==> src/rtl/spi_pkg.sv <==
// Shared SPI definitions: byte width, clock mode constants and master FSM states.
package spi_pkg;

  localparam int SPI_BYTE_W = 8;

  // Mode 0: clock idles low, data sampled on the rising edge.
  localparam logic SPI_CPOL = 1'b0;
  localparam logic SPI_CPHA = 1'b0;

  typedef enum logic [2:0] {
    ST_IDLE,
    ST_SETUP,
    ST_HIGH,
    ST_LOW,
    ST_WAIT,
    ST_TRAIL,
    ST_GAP
  } spi_state_e;

endpackage

==> src/rtl/spi_half_period_timer.sv <==
// Loadable down-counter that measures one CLK_DIV-cycle phase and pulses
// expire in the last cycle of that phase.
module spi_half_period_timer #(
  parameter int CLK_DIV = 4
) (
  input  logic clk,
  input  logic rst,
  input  logic load,
  output logic expire
);

  localparam logic [7:0] RELOAD = 8'(CLK_DIV - 1);

  logic [7:0] cnt_q, cnt_d;
  logic       run_q, run_d;

  // A phase is armed by load and ends in the cycle the count reaches zero.
  assign expire = run_q && (cnt_q == 8'd0);

  // Next count: reload on a phase change, otherwise count down to zero and stop.
  always_comb begin
    cnt_d = cnt_q;
    run_d = run_q;
    if (load) begin
      cnt_d = RELOAD;
      run_d = 1'b1;
    end else if (expire) begin
      run_d = 1'b0;
    end else if (cnt_q != 8'd0) begin
      cnt_d = cnt_q - 8'd1;
    end
  end

  // Counter state register.
  always_ff @(posedge clk or posedge rst) begin
    if (rst) begin
      cnt_q <= 8'd0;
      run_q <= 1'b0;
    end else begin
      cnt_q <= cnt_d;
      run_q <= run_d;
    end
  end

endmodule

==> src/rtl/spi_master.sv <==
// Byte-oriented SPI master, mode 0, MSB first. A one-byte holding register
// sits between the valid/ready stream and the shifter so consecutive bytes
// of one transaction go out with slave select held low.
module spi_master
  import spi_pkg::*;
#(
  parameter int CLK_DIV = 4
) (
  input  logic                  clk,
  input  logic                  rst,
  input  logic [SPI_BYTE_W-1:0] tx_byte,
  input  logic                  tx_valid,
  input  logic                  tx_last,
  output logic                  tx_ready,
  output logic [SPI_BYTE_W-1:0] rx_byte,
  output logic                  rx_valid,
  output logic                  busy,
  output logic                  spi_clk,
  output logic                  spi_ss,
  output logic                  spi_mosi,
  input  logic                  spi_miso
);

  if (CLK_DIV < 2 || CLK_DIV > 255) begin : g_bad_clk_div
    $error("spi_master: CLK_DIV must be in 2..255");
  end

  spi_state_e state_q, state_d;

  logic [SPI_BYTE_W-1:0] hold_byte_q, hold_byte_d;
  logic                  hold_last_q, hold_last_d;
  logic                  hold_full_q, hold_full_d;
  logic [SPI_BYTE_W-2:0] tx_sh_q, tx_sh_d;   // bits still to send after the one on mosi
  logic [SPI_BYTE_W-2:0] rx_sh_q, rx_sh_d;   // bits received so far in this byte
  logic                  cur_last_q, cur_last_d;
  logic [2:0]            bit_cnt_q, bit_cnt_d;
  logic                  spi_clk_q, spi_clk_d;
  logic                  spi_ss_q, spi_ss_d;
  logic                  spi_mosi_q, spi_mosi_d;
  logic [SPI_BYTE_W-1:0] rx_byte_q, rx_byte_d;
  logic                  rx_valid_q, rx_valid_d;
  logic                  busy_q, busy_d;
  logic                  tx_ready_q, tx_ready_d;
  logic                  miso_q;

  logic                  tmr_load;
  logic                  tmr_expire;
  logic                  load_sh;
  logic                  hs;
  logic                  byte_avail;
  logic [SPI_BYTE_W-1:0] next_byte;
  logic                  next_last;

  spi_half_period_timer #(
    .CLK_DIV (CLK_DIV)
  ) u_timer (
    .clk    (clk),
    .rst    (rst),
    .load   (tmr_load),
    .expire (tmr_expire)
  );

  assign tx_ready = tx_ready_q;
  assign rx_byte  = rx_byte_q;
  assign rx_valid = rx_valid_q;
  assign busy     = busy_q;
  assign spi_clk  = spi_clk_q;
  assign spi_ss   = spi_ss_q;
  assign spi_mosi = spi_mosi_q;

  // In IDLE/WAIT a byte arriving this cycle bypasses the empty holding register.
  assign hs         = tx_valid && tx_ready_q;
  assign byte_avail = hold_full_q || hs;
  assign next_byte  = hold_full_q ? hold_byte_q : tx_byte;
  assign next_last  = hold_full_q ? hold_last_q : tx_last;

  // Next-state, shifter, holding register and output computation.
  always_comb begin
    state_d     = state_q;
    hold_byte_d = hold_byte_q;
    hold_last_d = hold_last_q;
    hold_full_d = hold_full_q;
    tx_sh_d     = tx_sh_q;
    rx_sh_d     = rx_sh_q;
    cur_last_d  = cur_last_q;
    bit_cnt_d   = bit_cnt_q;
    spi_clk_d   = spi_clk_q;
    spi_ss_d    = spi_ss_q;
    spi_mosi_d  = spi_mosi_q;
    rx_byte_d   = rx_byte_q;
    rx_valid_d  = 1'b0;
    tmr_load    = 1'b0;
    load_sh     = 1'b0;

    case (state_q)
      ST_IDLE: begin
        if (byte_avail) begin
          load_sh   = 1'b1;
          spi_ss_d  = 1'b0;
          tmr_load  = 1'b1;
          state_d   = ST_SETUP;
        end
      end
      ST_SETUP: begin
        if (tmr_expire) begin
          spi_clk_d = ~SPI_CPOL;
          tmr_load  = 1'b1;
          state_d   = ST_HIGH;
        end
      end
      ST_HIGH: begin
        // miso_q is captured in the last high cycle, right before the falling edge.
        if (tmr_expire) begin
          spi_clk_d = SPI_CPOL;
          tmr_load  = 1'b1;
          state_d   = ST_LOW;
          rx_sh_d   = {rx_sh_q[SPI_BYTE_W-3:0], miso_q};
          if (bit_cnt_q == 3'd7) begin
            rx_byte_d  = {rx_sh_q, miso_q};
            rx_valid_d = 1'b1;
          end else begin
            spi_mosi_d = tx_sh_q[SPI_BYTE_W-2];
            tx_sh_d    = {tx_sh_q[SPI_BYTE_W-3:0], 1'b0};
          end
        end
      end
      ST_LOW: begin
        if (tmr_expire) begin
          bit_cnt_d = bit_cnt_q + 3'd1;
          if (bit_cnt_q != 3'd7) begin
            spi_clk_d = ~SPI_CPOL;
            tmr_load  = 1'b1;
            state_d   = ST_HIGH;
          end else if (cur_last_q) begin
            tmr_load  = 1'b1;
            state_d   = ST_TRAIL;
          end else if (hold_full_q) begin
            load_sh   = 1'b1;
            tmr_load  = 1'b1;
            state_d   = ST_SETUP;
          end else begin
            state_d   = ST_WAIT;
          end
        end
      end
      ST_WAIT: begin
        if (byte_avail) begin
          load_sh  = 1'b1;
          tmr_load = 1'b1;
          state_d  = ST_SETUP;
        end
      end
      ST_TRAIL: begin
        if (tmr_expire) begin
          spi_ss_d   = 1'b1;
          spi_mosi_d = 1'b0;
          tmr_load   = 1'b1;
          state_d    = ST_GAP;
        end
      end
      ST_GAP: begin
        if (tmr_expire) begin
          state_d = ST_IDLE;
        end
      end
      default: begin
        state_d = ST_IDLE;
      end
    endcase

    if (load_sh) begin
      spi_mosi_d = next_byte[SPI_BYTE_W-1];
      tx_sh_d    = next_byte[SPI_BYTE_W-2:0];
      cur_last_d = next_last;
    end

    // A bypassed byte never occupies the holding register.
    if (load_sh && hold_full_q) begin
      hold_full_d = 1'b0;
    end else if (hs && !load_sh) begin
      hold_full_d = 1'b1;
      hold_byte_d = tx_byte;
      hold_last_d = tx_last;
    end

    tx_ready_d = !hold_full_d;
    // busy falls one cycle after GAP returns to IDLE with nothing queued.
    busy_d     = hs || hold_full_q || (state_q != ST_IDLE);
  end

  // State and datapath registers; every output returns to its idle value on reset.
  always_ff @(posedge clk or posedge rst) begin
    if (rst) begin
      state_q     <= ST_IDLE;
      hold_byte_q <= '0;
      hold_last_q <= 1'b0;
      hold_full_q <= 1'b0;
      tx_sh_q     <= '0;
      rx_sh_q     <= '0;
      cur_last_q  <= 1'b0;
      bit_cnt_q   <= 3'd0;
      spi_clk_q   <= SPI_CPOL;
      spi_ss_q    <= 1'b1;
      spi_mosi_q  <= 1'b0;
      rx_byte_q   <= '0;
      rx_valid_q  <= 1'b0;
      busy_q      <= 1'b0;
      tx_ready_q  <= 1'b1;
      miso_q      <= 1'b0;
    end else begin
      state_q     <= state_d;
      hold_byte_q <= hold_byte_d;
      hold_last_q <= hold_last_d;
      hold_full_q <= hold_full_d;
      tx_sh_q     <= tx_sh_d;
      rx_sh_q     <= rx_sh_d;
      cur_last_q  <= cur_last_d;
      bit_cnt_q   <= bit_cnt_d;
      spi_clk_q   <= spi_clk_d;
      spi_ss_q    <= spi_ss_d;
      spi_mosi_q  <= spi_mosi_d;
      rx_byte_q   <= rx_byte_d;
      rx_valid_q  <= rx_valid_d;
      busy_q      <= busy_d;
      tx_ready_q  <= tx_ready_d;
      miso_q      <= spi_miso;
    end
  end

endmodule

==> config.mk <==
export PLATFORM = sky130hd
export DESIGN_NAME = spi_master
export DESIGN_NICKNAME = d
export VERILOG_FILES = /design/src/rtl/spi_pkg.sv /design/src/rtl/spi_half_period_timer.sv /design/src/rtl/spi_master.sv
export SDC_FILE = /design/constraint.sdc
export NUM_CORES = 1
export LEC_CHECK = 0
export ABC_CLOCK_PERIOD_IN_PS = 3300
export BUFFER_PORTS_ARGS = -buffer_cell sky130_fd_sc_hd__buf_2
export CORE_MARGIN = 8
export CORE_UTILIZATION = 55
export CTS_CLUSTER_DIAMETER = 30
export DETAILED_ROUTE_END_ITERATION = 12
export GPL_TIMING_DRIVEN = 0
export HOLD_SLACK_MARGIN = 0.1
export PLACE_DENSITY = 0.75
export SYNTH_ARGS = -nofsm -noshare
export SYNTH_HDL_FRONTEND = slang
export SYNTH_HIERARCHICAL = 1
export SYNTH_SLANG_ARGS = --single-unit
==> constraint.sdc <==
create_clock -name clk -period 3.3 [get_ports clk]
set_clock_uncertainty 0.15 [all_clocks]
set_input_delay 0.825 -clock clk [delete_from_list [all_inputs] [get_ports clk]]
set_output_delay 0.825 -clock clk [all_outputs]
set_load 0.01 [all_outputs]
Word level (Yosys, flattened, before mapping)
Cells that the tools add are included.
Cells by class
  add/subtract/negate cells: 2
  equal/unequal tests: 21
  multiplexer cells: 47
  bitwise logic cells: 1
  reduce and logical (&&, ||, !) cells: 31
Operator list (count)
  $mux 8: 4
  $mux 7: 4
  $mux 3: 9
  $mux 1: 24
  $ne 2x2->1 const B: 9
  $pmux 3 s6: 1
  $eq 3x3->1 const B: 4
  $ne 3x3->1 const B: 4
  $reduce_bool 2->1: 5
  $reduce_and 3->1: 3
  $reduce_bool 3->1: 3
  $logic_not 8->1: 1
  $reduce_and 2->1: 4
  $reduce_bool 8->1: 1
  $sub 8x1->8 const B: 1
  $eq 3x2->1 const B: 2
  $pmux 1 s2: 3
  $pmux 1 s3: 2
  $reduce_and 6->1: 1
  $reduce_and 5->1: 1
  $logic_and 1x1->1: 4
  $reduce_and 4->1: 1
  $add 3x1->3 const B: 1
  $eq 3x1->1 const B: 1
  7 further kinds: 9
Storage, ports and cells
  flip-flop bits (word level): 55
  input port bits: 13
  output and inout bits: 14
  word-level logic and storage cells: 120

Logic depth before layout (Yosys ltp)
  word-level depth: 10
  mapped depth: 11
  gate-level depth less buffers: 8

By module
The synthesis kept the hierarchy.
By module, submodules not included
  spi_master: instances 1, cells each 167, area each 2090.8 um2, sequential area each 1153.6 um2
  spi_half_period_timer: instances 1, cells each 53, area each 518.0 um2, sequential area each 225.2 um2

Least setup slack after synthesis
OpenSTA, ideal clock, no wires.
  path type: reg2reg
  start point: reg u_timer.cnt_q[0]
  end point: reg tx_sh_q[4]
  setup time: 0.126 ns
  arrival time: 2.423 ns
  required time: 3.024 ns
  slack: 0.601 ns
  cell stages (with the launch flop): 12
  path buffers: 3
  period minus slack after synthesis: 2.699 ns
  cells stage by stage: dfrtp_1 inv_1 ha_1 nor3b_1 and3_1 buf_4 and4bb_1 buf_6 and2_4 buf_6 nor2_1 a221o_1
On the way
  longest elaborated chain between the ends: 6
  elaborated cells on any way between the ends: 9
  classes of those cells: 1 x eq/ne; 3 x mux; 5 x reduce/logical
Ends and longest elaborated chain
  start: declaration: line spi_half_period_timer.sv:14  | logic [7:0] cnt_q, cnt_d;
  start signal: assignment: line spi_half_period_timer.sv:40  | cnt_q <= cnt_d;
  $logic_not 8->1 *: line spi_half_period_timer.sv:18  | assign expire = run_q && (cnt_q == 8'd0);
  $logic_and 1x1->1 *: line spi_half_period_timer.sv:18
  named net tmr_expire: line spi_master.sv:47  | logic tmr_expire;
  $mux 1: line spi_master.sv:128  | if (tmr_expire) begin
  $pmux 1 s2: line spi_master.sv:95  | case (state_q)
  $ne 2x2->1 (no source line) or $reduce_bool 2->1 (tied branches)
  $reduce_and 3->1 (no source line)
  end signal: assignment: line spi_master.sv:215  | tx_sh_q <= tx_sh_d;
  end: declaration: line spi_master.sv:33  | logic [SPI_BYTE_W-2:0] tx_sh_q, tx_sh_d;
The timed path passes the listed nets; every way through them passes the cells marked *.
A chain may end at the register's enable or synchronous reset.

Worst setup path after layout
  start point: reg u_timer.cnt_q[0]
  end point: reg tx_sh_q[5]
The elaborated chain is that of the path after synthesis.

==> out/qor.csv <==
stage,metric,value,unit
hold_path,hold_class,input pin to async pin,
placed_design,gp_congestion,0.845,
logic_synthesis,synthArstFlopShare,100,%
power_and_ir_drop,power_frac_seq,49.5,%
timing,grt_setup_unrepaired,no,
logic_synthesis,synth_fp_nets,237,
timing,fin_setup_tns,0,ps
critical_path,crit_type,flip-flop to flip-flop,
clock_network,cts_tree,built,
floorplan,dieHeight,84.9,µm
power_and_ir_drop,ir_worst_vdd,0.362,mV
logic_synthesis,synth_area,2610,µm²
layout,diodes,0,
logic_synthesis,synth_top_area_share,50.8,%
critical_path,crit_family,simple AND/OR/NAND/NOR gates,
timing,fin_crit_sh,86.9,%
timing,hold_slack,315,ps
critical_path,path_cells,inv_1 -> ha_1 -> nor3b_2 -> and3_1 -> buf_4 -> nand4b_4 -> o22ai_1 -> nor2_1 -> a221o_1,
clock_network,cts_root_buf,clkbuf_8,
critical_path,critical_path.startpoint,u_timer/cnt_q[0]$_DFFE_PP0P_,
power_and_ir_drop,power_frac_comb,32.2,%
logic_synthesis,ys_warn_count,6,
logic_synthesis,synth.most_common_cell,dfrtp_1,
global_route,grt.overflow.total,0,
power_and_ir_drop,power.share.clock,18.2,%
timing,hold_viol,0,
power_and_ir_drop,p_leak,1.37,nW
route,drt_wl_total,4680,µm
floorplan,rows,25,
layout,area_delta_synth_final,12.5,%
critical_path,startpoint_type,flip-flop,
placed_design,io_buffers,26,
logic_synthesis,ys_seq_area_share,52.9,%
power_and_ir_drop,p_sw,0.727,mW
route,wl_per_cell,15.1,µm
logic_synthesis,avgSynthCellArea,11.9,µm²
clock_network,cts.sinks,55,
logic_synthesis,synthDistinctLibCells,52,
global_route,grt_pass1_wl,8300,µm
floorplan,die_w,84.9,µm
floorplan,io_pins,27,
timing,fmax,349,MHz
critical_path,cp_num_buf_inv,2,
global_route,use_met3,4.15,%
logic_synthesis,syn_inst,220,
floorplan,core-area,4660,µm²
route,drt_iter0_drc,83,
global_route,grt_use_met2,22.5,%
logic_synthesis,synth_top_cell_by_area,dfrtp_1,
floorplan,die_area,7200,µm²
route,ant_nets,0,
route,first_pass_iters,4,
critical_path,cpMaxStageDelayCell,o22ai_1,
logic_synthesis,synth_common_cells,"dfrtp_1, mux2_2, o21ai_0",
global_route,top_usage_layer,met2,
route,viasPerCell,5.77,
critical_path,max_stage_delay,460,ps
clock_network,clock_latency,310,ps
clock_network,cts-buffers-inserted,5,
critical_path,required,3360,ps
power_and_ir_drop,total_power,2.10,mW
run_status,status,completed,
power_and_ir_drop,switching_share,34.6,%
global_route,grt_max_degree,33,
clock_network,htreeDepth,2,
timing,worstMarginPinSlew,563,ps
flow_run,drv_cap,0,
timing,max-slew-margin-rel,62.1,%
logic_synthesis,synth-seq-cells,55,
timing,drv_slew,0,
global_route,grt.met1_usage,17.8,%
global_route,grt_usage,14.3,%
logic_synthesis,ys.flop_type,dfrtp_1,
timing,period_needed,2870,ps
layout,drive_gt1_share,34.5,%
critical_path,end_kind,flip-flop,
critical_path,worstPathMaxFanout,9,
logic_synthesis,synth-edff-count,0,
timing,setup_viol,0,
global_route,antenna_found_initial,0,
placed_design,hpwl,3380,µm
floorplan,initial_utilization,56.0,%
power_and_ir_drop,internal_power,1.38,mW
global_route,grt_pass1_vias,1797,
power_and_ir_drop,power_density,717,nW/µm²
layout,layout.nets,271,
clock_network,path_clk_slew,110,ps
critical_path,r2r-start,u_timer/cnt_q[0]$_DFFE_PP0P_,
route,vias,1782,
clock_network,clock_path_buffers,2,
layout,fin_util,63.0,%
critical_path,arrival,2930,ps
logic_synthesis,synth.area.top_cells,"dfrtp_1, mux2_2, o21ai_0, a21oi_1, mux2i_1",
route,drc,0,
==> flip-flops by register name, indices dropped and copies added, names as in the netlist <==
| register | flops |
|---|---|
| hold_full_q | 1 |
| spi_clk | 1 |
| hold_byte_q | 8 |
| spi_ss | 1 |
| u_timer/cnt_q | 8 |
| u_timer/run_q | 1 |
| bit_cnt_q | 3 |
| tx_ready | 1 |
| busy | 1 |
| hold_last_q | 1 |
| miso_q | 1 |
| rx_byte | 8 |
| state_q | 3 |
| tx_sh_q | 7 |
| rx_sh_q | 7 |
| cur_last_q | 1 |
| rx_valid | 1 |
| spi_mosi | 1 |
==> routing by layer <==
layer / share of wire (%) / vias to the layer above / wire length, µm
met2: 47 / 37 / 2210
met3: 4.6 / 4 / 213
met5: 0 / - / 0
met1: 47 / 873 / 2200
li1: - / 868 / -
met4: 1.1 / 0 / 53
==> power by group through the flow <==
| stage | sequential (mW) | clock, mW | combinational, mW |
|---|---|---|---|
| 6_report | 1.04 | 0.383 | 0.678 |
| 5_1_grt | 1.07 | 0.422 | 0.764 |
| 4_1_cts | 1.03 | 0.400 | 0.677 |
| 3_5_place_dp | 1.05 | 0 | 0.675 |
| 3_3_place_gp | 1.04 | 0 | 0.645 |
| 2_1_floorplan | 1.02 | 0 | 0.523 |
==> layout by cell type (no fill, tap or decap), types with 3 or more instances in the layout <==
cell type	instances
a21oi_1	14
buf_2	28
buf_6	3
clkbuf_1	3
clkbuf_8	5
dfrtp_1	53
ha_1	4
inv_1	12
mux2_2	31
mux2i_1	6
nand2_1	10
nand3_1	4
nor2_1	6
nor3_1	3
o21ai_0	17
o22ai_1	3
or2_2	3
or4_1	3
==> metrics by stage <==
step / area, µm² / setup WS (ps) / std cells
2_1_floorplan: 2610 / 601 / 220
3_3_place_gp: 2810 / 217 / 300
3_5_place_dp: 2830 / 146 / 301
4_1_cts: 2920 / 153 / 309
5_1_grt: 2930 / 133 / 309
6_report: 2930 / 432 / 309
==> timing repair <==
| item | CTS | global route |
|---|---|---|
| resized for setup | 0 | 2 |
| setup endpoints to repair | 0 | 16 |
| buffers inserted | 0 | 0 |
| hold buffers | 0 | 0 |
==> logic make-up after synthesis <==
| logic type | synth area share [%] |
|---|---|
| AOI/OAI and AO/OA | 13.8 |
| xor gates and xnor gates | 0.336 |
| adders and majority gates | 1.92 |
| buffers and inverters | 4.60 |
| DFF | 52.9 |
| muxes | 15.7 |
| and+or+nand+nor | 10.8 |
==> final cells by class <==
type | count | area (µm²)
fill | 383 | 1730
sequential | 55 | 1380
timing repair buffer | 27 | 150
tap | 54 | 67.6
clock inverter | 3 | 27.5
clock buffer | 5 | 68.8
inverter | 13 | 48.8
buffer | 11 | 71.3
multi-input combinational | 141 | 1120
==> path summary, 6_finish.rpt <==
kind,endpoint,slack (ps),cells after the start
min in group clk,bit_cnt_q[0]$_DFFE_PP0P_,340,1
min reg2reg,bit_cnt_q[0]$_DFFE_PP0P_,340,1
max reg2reg,tx_sh_q[5]$_DFFE_PP0P_,430,9
max in group asynchronous,tx_ready$_DFF_PP1_,2120,3
min,rx_sh_q[2]$_DFFE_PP0P_,320,2
max,tx_sh_q[5]$_DFFE_PP0P_,430,9
No activity file was read; power rests on OpenSTA's default activity.
